File: config.mk
export PLATFORM = sky130hd
export DESIGN_NAME = coleta_8_num
export DESIGN_NICKNAME = d
export VERILOG_FILES = /design/src/rtl/coleta_8_num.sv
export SDC_FILE = /design/constraint.sdc
export NUM_CORES = 1
export LEC_CHECK = 0
export ABC_AREA = 0
export CELL_PAD_IN_SITES_DETAIL_PLACEMENT = 0
export CELL_PAD_IN_SITES_GLOBAL_PLACEMENT = 2
export CORE_MARGIN = 2
export CORE_UTILIZATION = 27
export CTS_CLUSTER_DIAMETER = 60
export CTS_CLUSTER_SIZE = 25
export DETAILED_ROUTE_END_ITERATION = 12
export PLACE_DENSITY = 0.79
export SYNTH_ARGS = -nofsm -noshare
export SYNTH_HDL_FRONTEND = slang
export SYNTH_SLANG_ARGS = --single-unit
File: constraint.sdc
create_clock -name clk -period 2.1 [get_ports clk]
set_input_delay 0.21 -clock clk [delete_from_list [all_inputs] [get_ports clk]]
set_output_delay 0.21 -clock clk [all_outputs]
set_load 0.05 [all_outputs]
File: src/rtl/coleta_8_num.sv
// Collects eight unsigned bytes from a valid/ready stream into one packed frame for the 8-number sorter.
// Optional short frames with direction-dependent padding: define COLETA_PAD_EN.
module coleta_8_num #(
    parameter int         N_NUM      = 8,
    parameter logic [7:0] PAD_CRESC  = 8'hFF,
    parameter logic [7:0] PAD_DECRES = 8'h00
) (
    input  logic            clk,
    input  logic            rst_n,
    input  logic            in_valid,
    output logic            in_ready,
    input  logic [7:0]      in_data,
    input  logic            in_last,
    input  logic            in_cresc,
    output logic [7:0][7:0] desordenado,
    output logic            cresc_ou_decres,
    output logic            ena,
    output logic            out_valid,
    input  logic            out_ready,
    output logic [3:0]      count
);

`ifdef COLETA_PAD_EN
    localparam bit PAD_EN = 1'b1;
`else
    localparam bit PAD_EN = 1'b0;
`endif

    localparam logic [2:0] LAST_IDX = 3'(N_NUM - 1);

    typedef enum logic [1:0] {IDLE, FILL, FULL} state_t;

    state_t     state, state_nxt;
    logic [2:0] idx;
    logic       hs;
    logic       last_hs;
    logic       dir;
    logic [7:0] pad_val;
    logic [7:0] pad_mask;

    always_ff @(posedge clk) begin
        if (!rst_n) state <= IDLE;
        else        state <= state_nxt;
    end

    always_comb begin
        state_nxt = state;
        in_ready  = (state != FULL);
        out_valid = (state == FULL);
        hs        = in_valid && in_ready;
        last_hs   = hs && ((idx == LAST_IDX) || (PAD_EN && in_last));
        case (state)
            IDLE: if (hs) state_nxt = last_hs ? FULL : FILL;
            FILL: if (last_hs) state_nxt = FULL;
            FULL: if (out_ready) state_nxt = IDLE;
            default: state_nxt = IDLE;
        endcase
    end

    assign ena = out_valid;

    // The direction for padding must be the one this frame latches, even on its first byte.
    always_comb begin
        dir      = (state == IDLE) ? in_cresc : cresc_ou_decres;
        pad_val  = dir ? PAD_CRESC : PAD_DECRES;
        pad_mask = '0;
        for (int i = 0; i < 8; i++) pad_mask[i] = (i > int'(idx));
    end

    always_ff @(posedge clk) begin
        if (!rst_n) begin
            idx             <= '0;
            desordenado     <= '0;
            cresc_ou_decres <= 1'b1;
            count           <= '0;
        end else if (hs) begin
            desordenado[idx] <= in_data;
            if (state == IDLE) cresc_ou_decres <= in_cresc;
            if (last_hs) begin
                idx   <= '0;
                count <= {1'b0, idx} + 4'd1;
                for (int i = 0; i < 8; i++)
                    if (pad_mask[i]) desordenado[i] <= pad_val;
            end else begin
                idx <= idx + 3'd1;
            end
        end
    end

endmodule

==> flow_summary.json, run 1 <==
{
  "clk_pin_slew_ps": 60,
  "min_from": "desordenado[37]$_SDFFE_PN0P_",
  "grt.total_usage": 0.149,
  "met1_length_um": 4210,
  "antenna_found_initial": 0,
  "crit_type": "flop to flop",
  "cts-root-buf": "clkbuf_16",
  "slowest_stage": "a221o_1",
  "synth_ff_type": "dfxtp_1",
  "synthTopCellsByCount": "dfxtp_1 (74), nor2_1 (32), mux2i_1 (28), a221o_1 (24), o2bb2ai_1 (16)",
  "startpoint_type": "flop",
  "yosysTopAreaCell": "dfxtp_1",
  "yosysSeqAreaShare": 0.476,
  "slew_viol_final": 0,
  "wl_per_cell_um": 17.1,
  "power.total_mw": 3.65,
  "cts_tree": "yes",
  "synth_top_area_frac": 0.476,
  "ys_ff_latch": 74,
  "die_area_mm2": 0.0124,
  "die_h_um": 111,
  "port-buffer-count": 84,
  "slew_headroom": 0.576,
  "yosysWarnings": 0,
  "finalClockSkew_ps": 4.87,
  "worstRegToRegCells": 6,
  "endpoint_kind": "flop",
  "p_leak_nw": 1.84,
  "ys_async_sr_fraction": 0,
  "finalCritPeriodShare": 0.938,
  "path_cells": "ha_1, ha_2, nand2_1, o31ai_1, a21oi_1, a221o_1",
  "syn_area_mm2": 0.00311,
  "fin_cells": 536,
  "yosysMostFrequentCell": "dfxtp_1",
  "dp_slack_ps": -1.27,
  "grt_pass1_vias": 2629,
  "io_pins": 86,
  "die_x_um": 111,
  "stdcell_area_mm2": 0.00456,
  "p_seq_frac": 0.402,
  "avgSynthCellArea_um2": 10.7,
  "fmax_mhz": 507,
  "nNetsFinal": 406,
  "cts_buffer_depth": 2,
  "r2r_start": "idx[0]$_SDFFE_PN0P_",
  "finalWeightedCongestion": 0.797,
  "hold_depth": 1,
  "synth_edf_count": 0,
  "synth_area_leaders": "dfxtp_1 (48%), mux2i_1 (9.0%), a221o_1 (7.7%)",
  "cap_violations": 0,
  "route.met3.wl_um": 526,
  "drc": 0,
  "diodes": 0,
  "cts_made_buffers": 9,
  "post-cts-setup-buffer-count": 0,
  "clkLatencyLatePin_ps": 330,
  "rows": 39,
  "firstDrtPassIters": 4,
  "cp.required_ps": 2310,
  "outcome": "complete, no violations",
  "grt_max_degree": 19,
  "p_per_area_mw_per_mm2": 799,
  "overflow": 0,
  "synthesis.nets": 308,
  "drive_above_1_share": 0.181,
  "worstPathArrival_ps": 2180,
  "p_sw_frac": 0.242,
  "vias": 2682,
  "core_mm2": 0.0113,
  "clkPwrFrac": 0.475,
  "wirelength_um": 9170,
  "dpl-instance-area_mm2": 0.00421,
  "r2r-end": "desordenado[18]$_SDFFE_PN0P_",
  "hold_path_class": "flop to flop",
  "slowest_delay_ps": 410,
  "setup_slack_ps": 129,
  "hold_buffers": 0,
  "synth_cells": 290,
  "p_comb_frac": 0.122,
  "detail-route-antenna-nets": 0,
  "placed_cells": 520,
  "grt_first_pass_wirelength_um": 14600,
  "rrSetupSlack_ps": 130,
  "drtIter0Drc": 151,
  "power.switching_mw": 0.883,
  "period_needed_ps": 1970,
  "holdPathEnd": "desordenado[37]$_SDFFE_PN0P_",
  "start_util": 0.275,
  "place_hpwl_um": 6450,
  "area_growth_pct": 46.4,
  "path_max_fanout": 8,
  "htree_levels": 3,
  "synth.distinct_cells": 45,
  "internal_power_mw": 2.76,
  "rsz0062_at_grt": "no",
  "tightest_slew_ps": 635,
  "vdd_drop_max_uv": 495,
  "clock-sinks": 74,
  "top_layer": "met4",
  "hold_viol": 0,
  "setup_viol": 0,
  "wl_met2_um": 4320,
  "cts_resized": 0,
  "viasPerCell": 5.00
}
## cell families (layout without fill, tap and decap cells)
kind of cell,Yosys count,after routing,share of synthesized area
compound gates,85,85,0.244
fa+ha+maj,4,4,0.0161
buf+inv,29,132,0.0450
flops,74,74,0.476
mux,28,28,0.0900
simple gates,70,70,0.129
## layout make-up
class / instances / area (µm²)
fill: 1146 / 6760
multi-input combinational: 187 / 1500
sequential: 74 / 1480
timing repair buffer: 111 / 1040
clock buffer: 11 / 233
tap: 143 / 179
clock inverter: 5 / 103
inverter: 5 / 23.8
## power by group through the flow
stage / registers [mW] / logic, mW / clock network [mW]
floorplan: 1.61 / 0.171 / 0
global placement: 1.50 / 0.444 / 0
detailed placement: 1.50 / 0.448 / 0
CTS: 1.47 / 0.450 / 1.76
global route: 1.47 / 0.474 / 1.82
finish: 1.47 / 0.446 / 1.73
## critical path: cells and delay by family, from the launching register on
kind | cells | cell delay [ps]
AO/OA/AOI/OAI | 3 | 900
adder cells (fa/ha/maj) | 2 | 420
flip-flops | 1 | 350
AND/OR/NAND/NOR | 1 | 170
## sequential cells by signal, summed over array words and instances (netlist names)
register	count
desordenado	64
count	4
idx	3
state	2
cresc_ou_decres	1
## how the worst max path moves through the flow
stage,startpoint,endpoint,slack (ps)
after floorplan,idx[0]$_SDFFE_PN0P_,desordenado[48]$_SDFFE_PN0P_,60
after global placement,in_valid,desordenado[21]$_SDFFE_PN0P_,40
after detailed placement,in_valid,desordenado[22]$_SDFFE_PN0P_,-1
after CTS,idx[0]$_SDFFE_PN0P_,desordenado[31]$_SDFFE_PN0P_,60
after global routing,state[0]$_SDFFE_PN0P_,desordenado[18]$_SDFFE_PN0P_,10
final,idx[0]$_SDFFE_PN0P_,desordenado[18]$_SDFFE_PN0P_,130
## stage by stage
| step | hold slack, ps | util | TNS (ps) |
|---|---|---|---|
| after global placement | 453 | 0.372 | 0 |
| after detailed placement | 445 | 0.372 | -1.27 |
| after CTS | 473 | 0.402 | 0 |
| final | 468 | 0.403 | 0 |
| after floorplan | 405 | - | 0 |
| after global routing | 497 | 0.403 | 0 |
## placed cells by master (no fill, tap or decap), types with 2 or more instances in the layout
cell	n
nand2_1	7
nand3b_1	3
buf_4	30
ha_1	3
nor2_1	32
inv_1	4
o221a_2	9
and2_1	2
a22oi_1	8
o2bb2ai_1	16
mux2i_1	28
clkbuf_1	2
a21o_1	2
dfxtp_1	74
a221o_1	24
nor3_1	2
o211ai_1	2
clkbuf_16	9
bufinv_16	3
nand3_1	3
clkdlybuf4s50_1	81
nor3b_2	2
a21oi_1	14
and3_1	3
nor3_2	4
nand2b_1	3
a21oi_2	2
## metal layers
layer	global-route usage	vias to the layer above
met3	0.0392	10
met4	0.0420	0
li1	-	1298
met5	0	-
met2	0.239	80
met1	0.198	1294
(Power assumes the default switching activity.)
==> inputs of run 2 (changes only) <==
- CORE_UTILIZATION: 27 -> 28
- CTS_BUF_LIST: unset -> sky130_fd_sc_hd__clkbuf_8
- PLACE_DENSITY: 0.79 -> 0.81
==> run 2 against run 1 <==
Effect of this change:
- non-clock buffer count increased by 1
- routed wire length shrank 0.25%
- worst hold slack worse by 3.2 ps
- first-iteration DRC count fell by 17%
- worst setup slack improved by 38 ps
- utilization grew 0.93 points
- sequential cell count unchanged
- sequential power about the same
- global-route usage rose by 1.1 points
- final cell count is 0.37% lower
- sequential share of layout area increased by 0.67 points
- combinational power hardly changed
- critical path type unchanged
- largest power group is now sequential cells
==> flow_summary.json, run 2 (same netlist as run 1, synthesis figures left out) <==
{
  "drtIter0Drc": 126,
  "final_common_cell": "clkdlybuf4s50_1",
  "largest_reg_flops": 64,
  "cts-root-buf": "clkbuf_8",
  "outcome": "complete, no violations",
  "hold_viol": 0,
  "port-buffer-count": 84,
  "placed_cells": 518,
  "grt_max_degree": 26,
  "finalClockSkew_ps": 10.3,
  "regMostFlops": "desordenado",
  "hold_buffers": 0,
  "place_hpwl_um": 6370,
  "drive_above_1_share": 0.190,
  "die_area_mm2": 0.0120,
  "utilization": 0.412,
  "cts_buffer_depth": 2,
  "finalCritPeriodShare": 0.921,
  "die_h_um": 109,
  "overflow": 0,
  "antenna_found_initial": 0,
  "detail-route-antenna-nets": 0,
  "firstDrtPassIters": 4,
  "wirelength_um": 9140,
  "crit_type": "flop to flop",
  "htree_levels": 3,
  "clk_pin_slew_ps": 70,
  "cts_tree": "yes",
  "largestRegisters": "desordenado: 64 flops, count: 4 flops, idx: 3 flops",
  "slew_viol_final": 0,
  "worstPathArrival_ps": 2170,
  "slew_headroom": 0.580,
  "p_leak_nw": 1.81,
  "endpoint_kind": "flop",
  "grt_pass1_vias": 2596,
  "cts_made_buffers": 9,
  "fin_cells": 534,
  "fmax_mhz": 517,
  "start_util": 0.287,
  "nFillCells": 1111,
  "period_needed_ps": 1930,
  "drc": 0,
  "diodes": 0,
  "tightest_slew_ps": 630,
  "setup_viol": 0,
  "path_max_fanout": 8,
  "clkLatencyLatePin_ps": 350,
  "die_x_um": 109,
  "clock-sinks": 74,
  "core_mm2": 0.0108,
  "grt.total_usage": 0.159,
  "finalWeightedCongestion": 0.826,
  "rsz0062_at_grt": "no",
  "viasPerCell": 5.04,
  "startpoint_type": "flop",
  "vias": 2691,
  "rows": 38,
  "wl_per_cell_um": 17.1,
  "vdd_drop_max_uv": 351,
  "cap_violations": 0,
  "hold_path_class": "flop to flop",
  "area_growth_pct": 43.4,
  "nNetsFinal": 407,
  "post-cts-setup-buffer-count": 0,
  "tns_ps": 0,
  "cp.required_ps": 2330,
  "grt_first_pass_wirelength_um": 14400,
  "final_cell_mix": "clkdlybuf4s50_1 (81), dfxtp_1 (74), nor2_1 (32)",
  "io_pins": 86,
  "p_per_area_mw_per_mm2": 719
}
[run 2: cell types whose count changed in the layout (fill, tap and decap cells not counted), moves of 2 or more]
cell	change
clkbuf_16	-9
clkbuf_8	+9
clkbuf_1	-2
clkinv_2	+2
[run 2: through the flow]
stage               hold slack (ps)  total power [mW]  area [µm²]  worst slack (ps)
global placement                451              1.94        4220              87.4
CTS                             470              3.25        4450              69.6
finish                          464              3.21        4470               167
global route                    491              3.35        4470              14.6
floorplan                       405              1.78        3110              56.7
detailed placement              446              1.94        4220              40.9
[run 2: routing by layer]
metal	part of all wire	wire length, µm	vias up	GRT usage
li1	-	-	1302	-
met1	0.45	4090	1289	0.209
met2	0.46	4240	86	0.247
met3	0.073	666	14	0.0522
met4	0.016	147	0	0.0524
met5	0	0	-	0
[run 2: timing repair]
item                       CTS  global route
gates resized for setup      0             5
hold endpoints to repair     0             0
setup endpoints to repair    0            24
[run 2: worst paths after layout]
path | from | end | slack [ps] | depth (start not counted)
worst min-delay path | desordenado[34]$_SDFFE_PN0P_ | desordenado[34]$_SDFFE_PN0P_ | 460 | 1
worst min register to register | desordenado[34]$_SDFFE_PN0P_ | desordenado[34]$_SDFFE_PN0P_ | 460 | 1
worst max-delay path | idx[0]$_SDFFE_PN0P_ | desordenado[17]$_SDFFE_PN0P_ | 170 | 6
worst max register to register | idx[0]$_SDFFE_PN0P_ | desordenado[17]$_SDFFE_PN0P_ | 170 | 6
[run 2: cell type report]
type,count,area [µm²],share of cell area
Clock inverter,7,109,0.0244
Timing Repair Buffer,112,1040,0.234
Multi-Input combinational cell,187,1510,0.338
Clock buffer,9,124,0.0277
Sequential cell,74,1480,0.332
Inverter,5,23.8,0.00532
Tap cell,140,175,0.0392
[run 2: worst max-delay path, cell delays in order, from the launching register on]
cell	delay, ps
dfxtp_1	390
ha_1	170
ha_2	230
nand2_1	150
o31ai_1	320
a21oi_2	170
a221o_1	380
[run 2: power breakdown]
| group | internal, mW | switching [mW] |
|---|---|---|
| clock network | 0.779 | 0.521 |
| logic | 0.162 | 0.283 |
| registers | 1.44 | 0.0250 |
